--- src/rtl/alu_arbiter.sv ---
// alu_arbiter: a round-robin arbiter that lets two requesters share one combinational 32-bit ALU.
// Only one operation is in flight at a time: IDLE accepts a request, EXEC drives the ALU for one
// cycle, and RESP holds a registered response until the granted requester takes it.
// Ports:
//   clk, reset                                      clock and synchronous active-high reset
//   reqN_valid/ready, reqN_a/b/imm/use_imm/op       operation request channel (N = 0, 1)
//   rspN_valid/ready, rsp_result/zero/err           response channels; the payload is shared
//   alu_srca/regdata2/immext/alusrc/control         registered drive to the ALU
//   alu_result/zero                                 combinational ALU outputs
//   busy, grant_id                                  status: operation in flight, current/last winner
module alu_arbiter (
  input  logic        clk,
  input  logic        reset,
  input  logic        req0_valid,
  output logic        req0_ready,
  input  logic [31:0] req0_a,
  input  logic [31:0] req0_b,
  input  logic [31:0] req0_imm,
  input  logic        req0_use_imm,
  input  logic [2:0]  req0_op,
  input  logic        req1_valid,
  output logic        req1_ready,
  input  logic [31:0] req1_a,
  input  logic [31:0] req1_b,
  input  logic [31:0] req1_imm,
  input  logic        req1_use_imm,
  input  logic [2:0]  req1_op,
  output logic        rsp0_valid,
  input  logic        rsp0_ready,
  output logic        rsp1_valid,
  input  logic        rsp1_ready,
  output logic [31:0] rsp_result,
  output logic        rsp_zero,
  output logic        rsp_err,
  output logic [31:0] alu_srca,
  output logic [31:0] alu_regdata2,
  output logic [31:0] alu_immext,
  output logic        alu_alusrc,
  output logic [2:0]  alu_control,
  input  logic [31:0] alu_result,
  input  logic        alu_zero,
  output logic        busy,
  output logic        grant_id
);

  typedef enum logic [1:0] {IDLE, EXEC, RESP} state_t;

  state_t state, state_nxt;
  logic   prio;     // requester that wins when both are valid
  logic   win;      // IDLE-state winner index
  logic   accept;   // request handshake this cycle
  logic   rsp_hs;   // response handshake on the granted channel

  always_comb begin
    state_nxt  = state;
    req0_ready = 1'b0;
    req1_ready = 1'b0;
    rsp0_valid = 1'b0;
    rsp1_valid = 1'b0;
    accept     = 1'b0;
    rsp_hs     = 1'b0;
    // Contention goes to prio; otherwise whichever side is valid.
    win        = (req0_valid && req1_valid) ? prio : req1_valid;
    case (state)
      IDLE: begin
        // No acceptance while reset is asserted, so nothing is latched and then lost.
        if (!reset) begin
          req0_ready = req0_valid && !win;
          req1_ready = req1_valid && win;
          accept     = req0_ready || req1_ready;
          if (accept) state_nxt = EXEC;
        end
      end
      EXEC: state_nxt = RESP;
      RESP: begin
        rsp0_valid = !grant_id;
        rsp1_valid = grant_id;
        // The non-granted channel's ready is deliberately ignored.
        rsp_hs     = grant_id ? rsp1_ready : rsp0_ready;
        if (rsp_hs) state_nxt = IDLE;
      end
      default: state_nxt = IDLE;
    endcase
  end

  always_ff @(posedge clk) begin
    if (reset) begin
      state        <= IDLE;
      prio         <= 1'b0;
      grant_id     <= 1'b0;
      rsp_result   <= 32'd0;
      rsp_zero     <= 1'b0;
      rsp_err      <= 1'b0;
      alu_srca     <= 32'd0;
      alu_regdata2 <= 32'd0;
      alu_immext   <= 32'd0;
      alu_alusrc   <= 1'b0;
      alu_control  <= 3'd0;
    end else begin
      state <= state_nxt;
      if (accept) begin
        grant_id     <= win;
        alu_srca     <= win ? req1_a       : req0_a;
        alu_regdata2 <= win ? req1_b       : req0_b;
        alu_immext   <= win ? req1_imm     : req0_imm;
        alu_alusrc   <= win ? req1_use_imm : req0_use_imm;
        alu_control  <= win ? req1_op      : req0_op;
      end
      // The ALU is combinational, so its outputs are valid at the end of EXEC.
      if (state == EXEC) begin
        rsp_result <= alu_result;
        rsp_zero   <= alu_zero;
        rsp_err    <= (alu_control > 3'b100);
      end
      // The pointer moves only when a response completes; accepting a request leaves it alone.
      if (rsp_hs) prio <= ~grant_id;
    end
  end

  assign busy = (state != IDLE);

endmodule

--- config.mk ---
export PLATFORM = sky130hd
export DESIGN_NAME = alu_arbiter
export DESIGN_NICKNAME = d
export VERILOG_FILES = /design/src/rtl/alu_arbiter.sv
export SDC_FILE = /design/constraint.sdc
export NUM_CORES = 1
export LEC_CHECK = 0
export ABC_AREA = 0
export BUFFER_PORTS_ARGS = -buffer_cell sky130_fd_sc_hd__buf_2
export CAP_MARGIN = 25
export CORE_AREA = 2 2 148 150
export DETAILED_ROUTE_END_ITERATION = 8
export DIE_AREA = 0 0 150 152
export PLACE_DENSITY = 0.66
export SETUP_SLACK_MARGIN = 0.15
export SLEW_MARGIN = 10
export SYNTH_ARGS = -nofsm -noshare
export SYNTH_HDL_FRONTEND = slang
export SYNTH_SLANG_ARGS = --single-unit
--- constraint.sdc ---
create_clock -name clk -period 2.52 [get_ports clk]
set_input_delay 0.63 -clock clk [delete_from_list [all_inputs] [get_ports clk]]
set_output_delay 0.63 -clock clk [all_outputs]
set_load 0.01 [all_outputs]
Yosys cells after proc, flatten, opt, wreduce, memory -nomap -nowiden
Cells that the tools add are included.
{ "classes": {"magnitude_cmp": 1, "eq_ne": 4, "n_mux": 19, "bitwise": 1, "n_reduce_logical": 9} }
{ "ops": {"columns": ["cell", "count"], "rows": [
  ["$mux 32", 3],
  ["$mux 1", 12],
  ["$pmux 2 s3", 1],
  ["$mux 2", 2],
  ["$ne 2x2->1 const B", 2],
  ["$gt 3x3->1 const B", 1],
  ["$logic_and 1x1->1", 3],
  ["$mux 3", 1],
  ["$eq 2x1->1 const B", 1],
  ["$eq 2x2->1 const B", 1],
  ["$logic_not 1->1", 2],
  ["$logic_not 2->1", 1],
  ["$reduce_and 2->1", 1],
  ["$reduce_bool 2->1", 1],
  ["$logic_or 1x1->1", 1],
  ["$not 1->1", 1]
]} }
{ "totals": {"ff_bits": 138, "in_bits": 239, "output_inout_bits": 140, "elab_cells": 45} }

Depth between registers and ports, before layout
Gate-level depths: netlist (run 1).
{ "depth": {"depth_word": 7, "ltp_mapped": 7, "ltp_nobuf": 4} }

Least setup slack after synthesis (run 1)
No wires, ideal clock.
{ "synth_timing": {"path_type": "input -> output", "start": "input req0_valid", "end": "output req0_ready", "t_arrival_ns": 1.342, "t_required_ns": 1.890, "path_slack_ns": 0.548, "path_stages": 5, "path_buffers": 2, "path_cell_list": "inv_2 -> o21ai_2 -> buf_6 -> buf_6 -> and3_1"} }
{ "synth_between": {"elab_chain_len": 6} }
{ "synth_lines": {"columns": ["item", "line_no", "source"], "rows": [
  ["from (decl)", "14", "input logic req0_valid,"],
  ["$logic_and 1x1->1", "63", "win = (req0_valid && req1_valid) ? prio : req1_valid;"],
  ["$mux 1", "63", null],
  ["$logic_not 1->1", "68", "req0_ready = req0_valid && !win;"],
  ["$logic_and 1x1->1 *", "68", null],
  ["$mux 1 *", "67", "if (!reset) begin"],
  ["$mux 1 *", "64", "case (state)"],
  ["to (decl)", "15", "output logic req0_ready,"]
]} }
Every way passes the cells marked *; elsewhere a longest branch is shown, timed or not.

Worst setup path in the final report (run 1)
{ "layout_timing": {"start": "register state[1]", "end": "output req1_ready"} }
{ "layout_between": {"elab_chain_len": 2} }
{ "layout_lines": {"columns": ["item", "line_no", "source"], "rows": [
  ["from (decl)", "48", "state_t state, state_nxt;"],
  ["from (signal assigned)", "100", "state <= state_nxt;"],
  ["$logic_not 2->1", "64", null],
  ["$mux 1", "64", null],
  ["to (decl)", "22", "output logic req1_ready,"]
]} }
Every way passes these cells.

==> results.cfg, run 1 <==
[synthesis]
synth_cell_type_count = 23
netlist_area_sq_um = 5900
synth-edff-count = 0
synth-seq-cells = 138
yosys.area.top_type_share = 0.468
synth_nets = 859
synth-seq-area-share = 0.468
syn_area_per_cell_sq_um = 9.51
yosysMostFrequentCell = dfxtp_1
ys.flop_type = dfxtp_1
ys_top_cells_by_area = dfxtp_1, mux2i_1, nand3b_1
synth_commonest_cells = dfxtp_1, mux2i_1, nand3b_1, o21ai_1, nand2_1
yosysTopAreaCell = dfxtp_1
syn-instance-count = 620
synth_warnings = 0
synth_async_sr_flop_share = 0

[power]
p_sw_uw = 1830
peakVddDrop_mv = 0.363
power_frac_seq = 0.403
switching_share = 0.291
combPwrFrac = 0.190
p_per_area_nw_per_um2 = 737
power_leakage_uw = 0.00437
power_frac_clock = 0.408
internal-power_uw = 4470

[global_routing]
grt_max_degree = 203
grt_pass1_vias = 5247
grt_antenna_before_repair = 0
track_usage = 0.148
grt_pass1_wl_mm = 27.0
grt-ovfl-total = 0

[timing]
period_minus_slack_ps = 2270
hold_viol = 0
slew_violations = 0
rsz0062_at_grt = no
setup_violations = 0
setup_tns_ps = 0
skew_ps = 14.1
fmax_mhz = 441
slew_headroom = 0.375
tightest_slew_ps = 938
period_share = 0.899

[final_layout]
layout-drive-gt1-share = 0.432
nFillCells = 2156
area_growth_pct = 45.0
instances_no_fill = 1261
fin_nets = 1207
diodes = 0

[worst_setup_path]
cp-start-kind = register
cp_data_arrival_time_ps = 1640
ff2ff_path_depth = 5
cp_cell_sequence = or2_2 -> nor3_1 -> buf_2
end_kind = output pin
worstSetupStartpoint = state[1]$_SDFFE_PP0P_
slowest_stage = dfxtp_1
path_max_fanout = 5
crit_required_ps = 1890
critPathKind = reg2out
max_stage_delay_ps = 370
r2r-start = state[1]$_SDFFE_PP0P_

[outcome]
status = finished clean

[placed_design]
dp_hpwl_mm = 12.6
place_congestion = 0.797
port-buffer-count = 378
dp.cells = 1229

[clock_network]
cts_tree = done
clk_latency_ps = 410
post_cts_resized = 0
postCtsSetupBuffers = 0
clkTransAtPathRegs_ps = 70
cts_root_buf = clkbuf_16
ctsHoldBuffers = 0
cts.sinks = 138
cts_buffer_depth = 2
cts_max_level = 4
numCtsBuffers = 17

[min_path]
min_from = alu_result[12]
min_path_type = in2reg
min_path_cells = 3

[routing]
routed_wl_mm = 17.7
routedWlPerCell_um = 14.0
vias = 5778
via_per_inst = 4.58
initialDrtViolationCount = 263
drc = 0
dr.pass1.iters = 4
ant_nets = 0

[floorplanning]
initial_core_util = 0.276
die_h_um = 152
row_count = 54
die_w_um = 150
core_sq_um = 21400
die-area_sq_um = 22800
io_pins = 379

[flow_run]
drv_cap = 0
## worst max-delay path, delay by kind of cell, from the launching register on
family | cells | cell delay (ps)
flops | 1 | 370
simple gates | 2 | 640
buf+inv | 1 | 230
## power by group through the flow
stage | Combinational, uW | Clock (uW) | Sequential, uW
3_5_place_dp | 1210 | 0 | 2580
2_1_floorplan | 566 | 0 | 2690
5_1_grt | 1310 | 2750 | 2570
6_report | 1200 | 2570 | 2540
3_3_place_gp | 1200 | 0 | 2580
4_1_cts | 1210 | 2660 | 2540
## cells in the final DEF (no fill, tap or decap), types with 3 or more instances in the layout
| master | n |
|---|---|
| buf_2 | 377 |
| nand2_1 | 70 |
| inv_6 | 7 |
| nand3b_1 | 100 |
| o21ai_1 | 100 |
| a21oi_1 | 38 |
| clkbuf_16 | 17 |
| mux2i_1 | 101 |
| buf_4 | 4 |
| buf_12 | 4 |
| dfxtp_1 | 138 |
| inv_8 | 3 |
## cell families (layout without fill, tap and decap cells)
| logic type | Yosys count | in the layout | synth area share |
|---|---|---|---|
| multiplexers | 101 | 101 | 0.171 |
| AO/OA/AOI/OAI | 141 | 141 | 0.121 |
| flip-flops | 138 | 138 | 0.468 |
| AND/OR/NAND/NOR | 182 | 182 | 0.185 |
| buffers and inverters | 58 | 419 | 0.0541 |
## path summary, 6_finish.rpt
path                                       to  slack [ps]
setup / recovery                   req1_ready         250
hold / removal    rsp_result[12]$_SDFFE_PP0N_         450
setup reg to reg   alu_immext[6]$_SDFFE_PP0P_         780
hold reg to reg   rsp_result[23]$_SDFFE_PP0N_         450
## registers in the layout (all words and copies together) (netlist names)
register,count
alu_regdata2,32
grant_id,1
state,2
alu_srca,32
prio,1
rsp_result,32
rsp_err,1
rsp_zero,1
alu_alusrc,1
alu_control,3
alu_immext,32
## metal layers
layer | wire (um) | track usage | vias to the layer above
met3 | 1250 | 0.0363 | 18
met5 | 0 | 0 | -
li1 | - | - | 2875
met1 | 7600 | 0.183 | 2655
met4 | 290 | 0.0449 | 0
met2 | 8570 | 0.253 | 230
## metrics by stage
stage	total power, uW	instance area (sq um)	hold WS (ps)	util	setup WS, ps
after floorplan	3260	5900	463	-	548
after global placement	3780	7950	439	0.372	406
after detailed placement	3790	7950	443	0.372	478
after CTS	6410	8550	428	0.400	216
after global routing	6630	8550	433	0.400	178
final	6310	8550	451	0.400	255
## area by class of cell
cell class / count / area (sq um) / share of cell area
Clock inverter: 15 / 175 / 0.0205
Multi-Input combinational cell: 424 / 2830 / 0.331
Sequential cell: 138 / 2760 / 0.323
Timing Repair Buffer: 385 / 2000 / 0.234
Inverter: 2 / 7.51 / 0.000878
Tap cell: 280 / 350 / 0.0410
Clock buffer: 17 / 425 / 0.0498
(Power assumes the default switching activity.)
==> run 2, diff against run 1 <==
--- a/config.mk
+++ b/config.mk
@@ -5,13 +5,14 @@
 export SDC_FILE = /design/constraint.sdc
 export NUM_CORES = 1
 export LEC_CHECK = 0
-export ABC_AREA = 0
+export ABC_AREA = 1
 export BUFFER_PORTS_ARGS = -buffer_cell sky130_fd_sc_hd__buf_2
 export CAP_MARGIN = 25
-export CORE_AREA = 2 2 148 150
+export CELL_PAD_IN_SITES_DETAIL_PLACEMENT = 1
+export CELL_PAD_IN_SITES_GLOBAL_PLACEMENT = 2
+export CORE_UTILIZATION = 23
 export DETAILED_ROUTE_END_ITERATION = 8
-export DIE_AREA = 0 0 150 152
-export PLACE_DENSITY = 0.66
+export PLACE_DENSITY = 0.95
 export SETUP_SLACK_MARGIN = 0.15
 export SLEW_MARGIN = 10
 export SYNTH_ARGS = -nofsm -noshare
==> run 2 against run 1 <==
Worst setup slack gained 180 ps. Core utilization decreased by 6.6 points. Count of clock-buffer cells in the layout is 1 higher. First-iteration DRC count rose by 47%. Synthesized area rose by 11%. Synthesized cell count grew 68%. Critical path type unchanged. Register-to-register slack improved by 30 ps. Routed wire length increased by 43%. Total power grew 4.2%. Non-clock buffer count rose by 8.
==> results.cfg, run 2 <==
[min_path]
min_path_cells = 3
min_path_type = in2reg
hold_end = rsp_result[11]$_SDFFE_PP0N_
min_from = alu_result[11]

[clock_network]
cts_root_buf = clkbuf_16
postCtsSetupBuffers = 0
clk_latency_ps = 410
cts_tree = done
cts.sinks = 138
post_cts_resized = 0
numCtsBuffers = 17
clkTransAtPathRegs_ps = 70
cts_max_level = 4
cts_buffer_depth = 2
ctsHoldBuffers = 0

[power]
internal-power_uw = 4460
combPwrFrac = 0.224
peakVddDrop_mv = 0.371
p_total_uw = 6570
power_leakage_uw = 0.00563
switching_share = 0.321
power_frac_clock = 0.378
p_per_area_nw_per_um2 = 703
power_frac_seq = 0.398
p_sw_uw = 2110

[synthesis]
synth-edff-count = 0
synth-compound-area-share = 0.0297
yosys.area.top_type_share = 0.421
ys_top_cells_by_area = dfxtp_1, nand2_1, nand3_1
synth_warnings = 0
yosysMostFrequentCell = nand2_1
syn_area_per_cell_sq_um = 6.31
yosys.area_share.simple = 0.397
synthMuxAreaShare = 0
synth_xor_area_frac = 0
synth_async_sr_flop_share = 0
synth_cell_type_count = 16
synth_top_family_by_area = simple AND/OR/NAND/NOR gates
synthAdderAreaFrac = 0
synth_nets = 1280
ys.flop_type = dfxtp_1
netlist_area_sq_um = 6570
syn-instance-count = 1041
synth_commonest_cells = nand2_1, nand3_1, inv_1
yosysTopAreaCell = dfxtp_1
synth-seq-cells = 138
synth-seq-area-share = 0.421

[worst_setup_path]
crit_required_ps = 1890
critPathKind = reg2out
ff2ff_path_depth = 7
slowest_stage = dfxtp_1
reg2reg_slack_ps = 810
critical-path-top-delay-family = simple AND/OR/NAND/NOR gates
max_stage_delay_ps = 320
cp_data_arrival_time_ps = 1450
path_max_fanout = 3
cp_cell_sequence = nor2_2 -> nand2_1 -> nor2_1 -> buf_2
r2r-start = state[1]$_SDFFE_PP0P_
cp_num_buf_inv = 1
rr_endpoint = alu_regdata2[20]$_SDFFE_PP0P_
cp-start-kind = register
end_kind = output pin

[global_routing]
grt_pass1_vias = 7840
grt-ovfl-total = 0
grt_util_met2 = 0.305
grt.busiest_layer = met2
grt_max_degree = 136
grt_antenna_before_repair = 1
met1_usage = 0.192
grt_pass1_wl_mm = 39.3
track_usage = 0.171
gr-usage-met3 = 0.0483

[routing]
initialDrtViolationCount = 387
dr.pass1.iters = 4
routedWlPerCell_um = 14.3
drc = 0
via_per_inst = 4.31
ant_nets = 0
routed_wl_mm = 25.4
vias = 7661

[timing]
tightest_slew_ps = 636
hold_viol = 0
period_minus_slack_ps = 2080
setup_tns_ps = 0
slew_headroom = 0.576
worst_hold_slack_ps = 462
rsz0062_at_grt = no
slew_violations = 0
period_share = 0.827
setup_violations = 0
fmax_mhz = 480
skew_ps = 9.17

[placed_design]
place_congestion = 0.781
dp_hpwl_mm = 18.9
port-buffer-count = 378
placed_area_sq_um = 8760

[floorplanning]
initial_core_util = 0.235
die_w_um = 171
die-area_sq_um = 29200
die_h_um = 171
row_count = 61
core_sq_um = 27900
io_pins = 379

[final_layout]
layout_common_cells = buf_2, nand2_1, nand3_1
post-route-util = 0.334
nFillCells = 3762
layout-drive-gt1-share = 0.310
fin_nets = 1625
final_common_cell = buf_2
area_growth_pct = 42.3
final_cell_area_sq_um = 9340

[outcome]
status = finished clean

[flow_run]
drv_cap = 0
[run 2: cell families (layout without fill, tap and decap cells)]
kind of cell	Yosys count	after routing
buffers and inverters	240	598
AOI/OAI and AO/OA	39	39
and+or+nand+nor	624	624
DFF	138	138
other	0	1
[run 2: worst reg2reg max path, cell delays in order, from the launching register on]
cell     delay, ps
dfxtp_1        320
nor2_2         240
nand2_1        190
nor2_4         150
buf_4          440
nand3_1        140
nand2_1         90
inv_1           50
[run 2: how the worst max path moves through the flow]
stage | from | slack [ps] | to | cells after the start
global route | state[1]$_SDFFE_PP0P_ | 300 | req1_ready | 4
CTS | state[1]$_SDFFE_PP0P_ | 390 | req1_ready | 4
finish | state[1]$_SDFFE_PP0P_ | 440 | req1_ready | 4
floorplan | req1_valid | 480 | req0_ready | 6
detailed placement | reset | 530 | alu_regdata2[30]$_SDFFE_PP0P_ | 8
global placement | reset | 570 | alu_regdata2[20]$_SDFFE_PP0P_ | 8
[run 2: per-stage QoR]
stage	std cells	worst slack (ps)
2_1_floorplan	1041	479
3_3_place_gp	1745	568
3_5_place_dp	1745	533
4_1_cts	1777	391
5_1_grt	1778	298
6_report	1778	436
[run 2: final cells by class]
type                    count  area, sq um  share of cell area
multi-input cells         663         2820               0.302
flip-flops and latches    138         2760               0.296
well taps                 378          473              0.0506
diodes                      1         2.50            0.000268
repair buffers            393         2050               0.220
inverters                 173          652              0.0698
clock buffers              18          439              0.0470
clock inverters            14          135              0.0145
[run 2: routing by layer]
layer	wire length (um)	vias to the layer above	share of wire
met5	0	-	0
met4	677	0	0.027
met3	1580	44	0.062
met2	12500	227	0.49
met1	10600	3547	0.42
li1	-	3843	-
[run 2: power by group through the flow]
stage	Clock (uW)	Sequential, uW	Combinational (uW)
after floorplan	0	2790	658
after global placement	0	2650	1460
after detailed placement	0	2660	1500
after CTS	2570	2620	1500
after global routing	2670	2650	1660
final	2480	2610	1470
